File: src/rtl/alu_br_resolve_if.sv
// Bundles the ALU mispredict reports coming in and the kill mask and fetch
// redirect going out, for the commit-side branch resolver.
interface alu_br_resolve_if #(
   parameter int NALU     = 2,
   parameter int NCOMMIT  = 32,
   parameter int LNCOMMIT = 5,
   parameter int RV       = 64,
   parameter int BDEC     = 4
);
   logic [LNCOMMIT-1:0]      commit_head;
   logic [NALU-1:0]          alu_br_enable;
   logic [NALU*(RV-1)-1:0]   alu_br;
   logic [NALU*LNCOMMIT-1:0] alu_br_addr;
   logic [NALU-1:0]          alu_br_short;
   logic [NALU*(BDEC-1)-1:0] alu_br_dec;
   logic [NCOMMIT-1:0]       commit_kill_0;
   logic                     redirect_valid;
   logic                     redirect_ready;
   logic [RV-2:0]            redirect_pc;
   logic [LNCOMMIT-1:0]      redirect_addr;
   logic                     redirect_short;
   logic [BDEC-2:0]          redirect_dec;

   modport master (
      output commit_head, alu_br_enable, alu_br, alu_br_addr, alu_br_short,
             alu_br_dec, redirect_ready,
      input  commit_kill_0, redirect_valid, redirect_pc, redirect_addr,
             redirect_short, redirect_dec
   );

   modport slave (
      input  commit_head, alu_br_enable, alu_br, alu_br_addr, alu_br_short,
             alu_br_dec, redirect_ready,
      output commit_kill_0, redirect_valid, redirect_pc, redirect_addr,
             redirect_short, redirect_dec
   );
endinterface

File: src/rtl/alu_br_resolve.sv
// Keeps the oldest ALU mispredict relative to the commit head, drives the
// wrong-path kill mask and holds the fetch redirect until it is accepted.
module alu_br_resolve #(
   parameter int NALU     = 2,
   parameter int NCOMMIT  = 32,
   parameter int LNCOMMIT = 5,
   parameter int RV       = 64,
   parameter int BDEC     = 4
) (
   input  logic            clk,
   input  logic            reset,
   alu_br_resolve_if.slave bus
);

   typedef enum logic {IDLE, PEND} state_e;

   state_e              state_q, state_d;
   logic [NCOMMIT-1:0]  kill_q, kill_d;
   logic [RV-2:0]       pc_q;
   logic [LNCOMMIT-1:0] addr_q;
   logic                short_q;
   logic [BDEC-2:0]     dec_q;

   logic                winFound;
   logic [LNCOMMIT-1:0] winAge;
   logic [LNCOMMIT-1:0] winAddr;
   logic [RV-2:0]       winPc;
   logic                winShort;
   logic [BDEC-2:0]     winDec;
   logic [LNCOMMIT-1:0] pendAge;
   logic                load;
   logic                clear;

   // Candidates already under the current mask are wrong-path and dropped;
   // strict less-than keeps the lowest ALU index on an age tie.
   always_comb begin
      logic [LNCOMMIT-1:0] addrK;
      logic [LNCOMMIT-1:0] ageK;
      winFound = 1'b0;
      winAge   = '1;
      winAddr  = '0;
      winPc    = '0;
      winShort = 1'b0;
      winDec   = '0;
      addrK    = '0;
      ageK     = '0;
      for (int k = 0; k < NALU; k++) begin
         addrK = bus.alu_br_addr[k*LNCOMMIT +: LNCOMMIT];
         ageK  = addrK - bus.commit_head;
         if (bus.alu_br_enable[k] && !kill_q[addrK] && (!winFound || ageK < winAge)) begin
            winFound = 1'b1;
            winAge   = ageK;
            winAddr  = addrK;
            winPc    = bus.alu_br[k*(RV-1) +: (RV-1)];
            winShort = bus.alu_br_short[k];
            winDec   = bus.alu_br_dec[k*(BDEC-1) +: (BDEC-1)];
         end
      end
   end

   always_comb begin
      kill_d = '0;
      for (int i = 0; i < NCOMMIT; i++) begin
         kill_d[i] = (LNCOMMIT'(i) - bus.commit_head) > winAge;
      end
   end

   assign pendAge = addr_q - bus.commit_head;

   always_ff @(posedge clk) begin
      if (reset) begin
         state_q <= IDLE;
      end else begin
         state_q <= state_d;
      end
   end

   // A survivor at handshake time always reloads; without ready only a
   // strictly older branch may replace the pending one.
   always_comb begin
      state_d = state_q;
      load    = 1'b0;
      clear   = 1'b0;
      case (state_q)
         IDLE: begin
            if (winFound) begin
               load    = 1'b1;
               state_d = PEND;
            end
         end
         PEND: begin
            if (bus.redirect_ready) begin
               if (winFound) begin
                  load = 1'b1;
               end else begin
                  clear   = 1'b1;
                  state_d = IDLE;
               end
            end else if (winFound && (winAge < pendAge)) begin
               load = 1'b1;
            end
         end
         default: state_d = IDLE;
      endcase
   end

   always_ff @(posedge clk) begin
      if (reset) begin
         kill_q  <= '0;
         pc_q    <= '0;
         addr_q  <= '0;
         short_q <= 1'b0;
         dec_q   <= '0;
      end else if (load) begin
         kill_q  <= kill_d;
         pc_q    <= winPc;
         addr_q  <= winAddr;
         short_q <= winShort;
         dec_q   <= winDec;
      end else if (clear) begin
         kill_q  <= '0;
      end
   end

   always_comb begin
      bus.redirect_valid = (state_q == PEND);
      bus.commit_kill_0  = kill_q;
      bus.redirect_pc    = pc_q;
      bus.redirect_addr  = addr_q;
      bus.redirect_short = short_q;
      bus.redirect_dec   = dec_q;
   end

endmodule

File: src/flat_wrapper.sv
// flat-port wrapper written by rule: the top's interface ports become plain ports
module alu_br_resolve_flat 
#(
   parameter int NALU     = 2,
   parameter int NCOMMIT  = 32,
   parameter int LNCOMMIT = 5,
   parameter int RV       = 64,
   parameter int BDEC     = 4
)
  (clk, reset, bus_commit_head, bus_alu_br_enable, bus_alu_br, bus_alu_br_addr, bus_alu_br_short, bus_alu_br_dec, bus_redirect_ready, bus_commit_kill_0, bus_redirect_valid, bus_redirect_pc, bus_redirect_addr, bus_redirect_short, bus_redirect_dec);
  alu_br_resolve_if #(.NALU(NALU), .NCOMMIT(NCOMMIT), .LNCOMMIT(LNCOMMIT), .RV(RV), .BDEC(BDEC)) bus_i ();
  input  logic clk;
  input  logic reset;
  input wire logic [$bits(bus_i.commit_head)-1:0] bus_commit_head;
  input wire logic [$bits(bus_i.alu_br_enable)-1:0] bus_alu_br_enable;
  input wire logic [$bits(bus_i.alu_br)-1:0] bus_alu_br;
  input wire logic [$bits(bus_i.alu_br_addr)-1:0] bus_alu_br_addr;
  input wire logic [$bits(bus_i.alu_br_short)-1:0] bus_alu_br_short;
  input wire logic [$bits(bus_i.alu_br_dec)-1:0] bus_alu_br_dec;
  input wire logic [$bits(bus_i.redirect_ready)-1:0] bus_redirect_ready;
  output wire logic [$bits(bus_i.commit_kill_0)-1:0] bus_commit_kill_0;
  output wire logic [$bits(bus_i.redirect_valid)-1:0] bus_redirect_valid;
  output wire logic [$bits(bus_i.redirect_pc)-1:0] bus_redirect_pc;
  output wire logic [$bits(bus_i.redirect_addr)-1:0] bus_redirect_addr;
  output wire logic [$bits(bus_i.redirect_short)-1:0] bus_redirect_short;
  output wire logic [$bits(bus_i.redirect_dec)-1:0] bus_redirect_dec;
  assign bus_i.commit_head = bus_commit_head;
  assign bus_i.alu_br_enable = bus_alu_br_enable;
  assign bus_i.alu_br = bus_alu_br;
  assign bus_i.alu_br_addr = bus_alu_br_addr;
  assign bus_i.alu_br_short = bus_alu_br_short;
  assign bus_i.alu_br_dec = bus_alu_br_dec;
  assign bus_i.redirect_ready = bus_redirect_ready;
  assign bus_commit_kill_0 = bus_i.commit_kill_0;
  assign bus_redirect_valid = bus_i.redirect_valid;
  assign bus_redirect_pc = bus_i.redirect_pc;
  assign bus_redirect_addr = bus_i.redirect_addr;
  assign bus_redirect_short = bus_i.redirect_short;
  assign bus_redirect_dec = bus_i.redirect_dec;
  alu_br_resolve #(.NALU(NALU), .NCOMMIT(NCOMMIT), .LNCOMMIT(LNCOMMIT), .RV(RV), .BDEC(BDEC)) u_core (.clk(clk), .reset(reset), .bus(bus_i));
endmodule
File: config.mk
export PLATFORM = sky130hd
export DESIGN_NAME = alu_br_resolve_flat
export DESIGN_NICKNAME = d
export VERILOG_FILES = /design/src/rtl/alu_br_resolve_if.sv /design/src/rtl/alu_br_resolve.sv /design/src/flat_wrapper.sv
export SDC_FILE = /design/constraint.sdc
export NUM_CORES = 1
export LEC_CHECK = 0
export ABC_AREA = 1
export CAP_MARGIN = 10
export CORE_UTILIZATION = 48
export DETAILED_ROUTE_END_ITERATION = 6
export PLACE_DENSITY = 0.82
export SYNTH_ARGS = -nofsm -noshare
export SYNTH_HDL_FRONTEND = slang
export SYNTH_SLANG_ARGS = --single-unit
File: constraint.sdc
create_clock -name clk -period 9.9 [get_ports clk]
set_clock_uncertainty 0.1 [all_clocks]
set_input_delay 2.475 -clock clk [delete_from_list [all_inputs] [get_ports clk]]
set_output_delay 2.475 -clock clk [all_outputs]
set_load 0.01 [all_outputs]
==> metrics.csv <==
stage,metric,value,unit
outcome,status,"complete, no violations",
layout,Fillers,1548,
layout,# diodes,0,
grt,initial antenna violation count,0,
yosys,Mapped Area,8457,um2
yosys,Post-Syn Nets,1611,
yosys,"top cells by area, synth","dfxtp_1 25%, nand2_1 15%, ha_1 12%",
timing,"Min Clock Period, post-route",8.349,ns
die,core area,17240,um2
yosys,Mean Syn Cell Area,6.168,um2
min_path,HP Class,reg -> reg,
place,GP Congestion,0.9550,
clock_tree,total CTS buffers,9,
layout,final core utilization,66.46,%
layout,FF+latch area,2102,um2
timing,Fin Setup TNS,0,ns
worst_setup_path,Reg2Reg Setup Slack,4.61,ns
pwr,pwr dens,156.8,nW/um2
pwr,Max VDD drop,0.1011,mV
route,DR iter-0 viols,740,
place,pre-CTS setup slack,1.284,ns
pwr,Pwr Total,1.796,mW
worst_setup_path,"Arr. time, crit path",8.54,ns
timing,Final Cycle Share,84.34,%
clock_tree,root buffer cell,clkbuf_16,
place,area of placed instances,11140,um2
worst_setup_path,crit path from,bus_alu_br_addr[5],
clock_tree,Max Root-Sink Buffers,2,
route,drt drc,0,
yosys,#FFs+latches synth,105,
yosys,Synth area leader,dfxtp_1,
timing,Setup Viol. Count Final,0,
clock_tree,# resized after CTS,0,
place,Port Buffers,258,
pwr,P_leak,5.456,nW
route,Via Count,9673,
clock_tree,CTS tree,yes,
worst_setup_path,crit path kind,in -> reg,
layout,non-filler instance count after layout,1814,
route,DRT antenna net count,0,
die,row count,48,
yosys,synth warn,0,
layout,layout cell share with drive strength beyond 1,2.706,%
die,die area,18150,um2
yosys,distinct cell type count of the synthesized netlist,34,
clock_tree,H-tree levels,3,
yosys,"Seq/Total Area, Yosys",24.86,%
worst_setup_path,Worst R2R Start,u_core.bus.commit_kill_0[13],
timing,Setup WS post-layout,1.551,ns
timing,count of final hold-check violations,0,
timing,Max Freq,119.8,MHz
worst_setup_path,reg2reg path depth,28,
timing,Hold Slack,0.3814,ns
place,Inst Count DP,1798,
die,Die Span Y,134.7,um
clock_tree,Setup Buffers After CTS,0,
clock_tree,TritonCTS Sinks,105,
job,MaxCap Viol Count,0,
grt,maximum number of pins on one net before global-route repair,73,
timing,Rel. slew slack,43.09,%
clock_tree,"Clk Latency, worst-skew pair",0.36,ns
layout,Final Instance Area,11450,um2
timing,Worst Max-Slew Pin Slew,0.8461,ns
route,wire per inst,16.08,um
layout,multi-input logic area,5475,um2
yosys,post-synth top area share,24.86,%
grt,GRT Overall Usage,31.66,%
die,Die X,134.7,um
layout,nets,1824,
route,Routed WL,29170,um
worst_setup_path,crit start category,input port,
worst_setup_path,Critical Path RT,10.09,ns
grt,GRT overflow,0,
timing,RSZ-0062 raised after global routing,no,
route,Vias/cell,5.332,
die,io pins,259,
yosys,Mapped Cells,1371,
worst_setup_path,"critical path fanouts, max",67,
grt,number of global-route vias before repair,8830,
worst_setup_path,crit path to,u_core.bus.redirect_pc[44],
grt,first-pass GRT wire length,45100,um
worst_setup_path,r2r endpoint,u_core.bus.redirect_pc[44],
timing,Final Max Slew Viols,0,
layout,Area Overhead vs Synth,35.45,%
clock_tree,hold_buf cts,0,
worst_setup_path,Setup crit end kind,flip-flop,
clock_tree,Worst-path clk slew,0.07,ns
route,Pre-Repair DR Iteration Count,5,
die,Starting Density,49.06,%
place,Post-DP HPWL,22090,um
## worst max-delay path, stage by stage
cell             delay [ns]
clkdlybuf4s50_1        0.96
clkinv_1               0.42
ha_1                   0.31
inv_1                  0.09
fa_1                   0.22
a21oi_1                0.08
nor2_1                 0.09
nor2_1                 0.06
xor2_1                 0.17
ha_1                   0.31
nand2_1                0.05
nor2_1                 0.11
nand2_1                0.07
nand3_1                0.09
nand2_2                0.08
nand2_2                0.57
buf_4                  0.54
nand2_1                0.13
nand2_1                0.11
nand2_1                0.06
a21oi_1                0.14
nand2_1                0.06
nand2_1                0.12
nand2_1                0.09
nand2_2                0.48
buf_12                 0.32
o21ai_0                0.12
nor2_1                 0.15
## cell usage in the layout, fill, tap and decap left out, types with 3 or more instances in the layout
cell type | synthesis | routed
a41oi_1 | 12 | 12
o21bai_1 | 9 | 9
o21a_1 | 9 | 9
o21ai_0 | 103 | 102
xnor2_1 | 6 | 6
a21oi_1 | 91 | 91
clkdlybuf4s50_1 | 0 | 258
nand4_1 | 5 | 5
nand3b_1 | 3 | 3
nor2_1 | 193 | 193
nand2_2 | 4 | 4
dfxtp_1 | 105 | 105
nand2_1 | 333 | 333
buf_4 | 8 | 12
or2_2 | 3 | 3
fa_1 | 3 | 3
xor2_1 | 15 | 15
nand3_1 | 158 | 158
ha_1 | 83 | 83
inv_1 | 148 | 148
o211ai_1 | 4 | 4
clkbuf_16 | 0 | 9
## worst min path at each step
stage                                             to                        from  slack, ns  depth (start not counted)
after floorplan           u_core.bus.redirect_pc[10]  u_core.bus.redirect_pc[10]       0.41                          2
after global placement    u_core.bus.redirect_pc[15]  u_core.bus.redirect_pc[15]       0.36                          2
after detailed placement   u_core.bus.redirect_pc[7]   u_core.bus.redirect_pc[7]       0.37                          2
after CTS                  u_core.bus.redirect_pc[7]   u_core.bus.redirect_pc[7]       0.39                          2
after global routing      u_core.bus.redirect_pc[43]  u_core.bus.redirect_pc[43]       0.41                          2
final                      u_core.bus.redirect_pc[7]   u_core.bus.redirect_pc[7]       0.38                          2
## logic make-up after synthesis
| kind of cell | synth area share, % |
|---|---|
| flip-flops | 24.86 |
| buffers and inverters | 10.45 |
| adder cells (fa/ha/maj) | 12.99 |
| XOR/XNOR | 2.175 |
| AO/OA/AOI/OAI | 15.30 |
| AND/OR/NAND/NOR | 34.24 |
## cells in the mapped netlist
| cell | number |
|---|---|
| buf_2 | 16 |
| nand2_1 | 333 |
| o21a_1 | 9 |
| nand4_1 | 5 |
| a21oi_1 | 91 |
| inv_2 | 2 |
| o21ai_1 | 1 |
| o221ai_1 | 1 |
| clkbuf_1 | 38 |
| nand3_1 | 158 |
| buf_1 | 8 |
| clkinv_1 | 2 |
| nor3_1 | 1 |
| nor2_4 | 1 |
| a21boi_0 | 2 |
| dfxtp_1 | 105 |
| and2_1 | 1 |
| nor2_1 | 193 |
| o21ai_0 | 103 |
| nand3_2 | 1 |
| buf_4 | 8 |
| or2_2 | 3 |
| o211ai_1 | 4 |
| xor2_1 | 15 |
| a21o_1 | 1 |
| xnor2_1 | 6 |
| nand2_2 | 4 |
| o21bai_1 | 9 |
| inv_1 | 148 |
| fa_1 | 3 |
| a41oi_1 | 12 |
| a21oi_4 | 1 |
| ha_1 | 83 |
| nand3b_1 | 3 |
## layer usage
| metal | global-route usage, % | wire length [um] |
|---|---|---|
| met2 | 53.38 | 13690 |
| met3 | 4.767 | 2384 |
| met4 | 14.42 | 1136 |
| met1 | 39.75 | 11950 |
| met5 | 0 | 0 |
## registers in the layout, indices dropped and copies added, names as in the netlist
signal and cells:
u_core.bus.redirect_valid 1, u_core.bus.redirect_dec 3, u_core.bus.redirect_pc 63, u_core.bus.commit_kill_0 32, u_core.bus.redirect_short 1, u_core.bus.redirect_addr 5
## power by group
| group | leakage [nW] | total [mW] | internal [mW] | switching [mW] |
|---|---|---|---|---|
| Sequential | 0.864 | 0.542 | 0.489 | 0.0534 |
| Clock | 0.156 | 0.380 | 0.202 | 0.178 |
| Combinational | 4.44 | 0.873 | 0.376 | 0.497 |
| Total | 5.46 | 1.80 | 1.07 | 0.729 |
## final cells by class
cell class,instances,area share [%]
clock inverters,7,0.7646
flip-flops and latches,105,18.35
clock buffers,9,1.966
inverters,152,4.981
repair buffers,272,23.68
multi-input cells,1044,47.80
well taps,225,2.458
No activity file was read; power rests on OpenSTA's default activity.
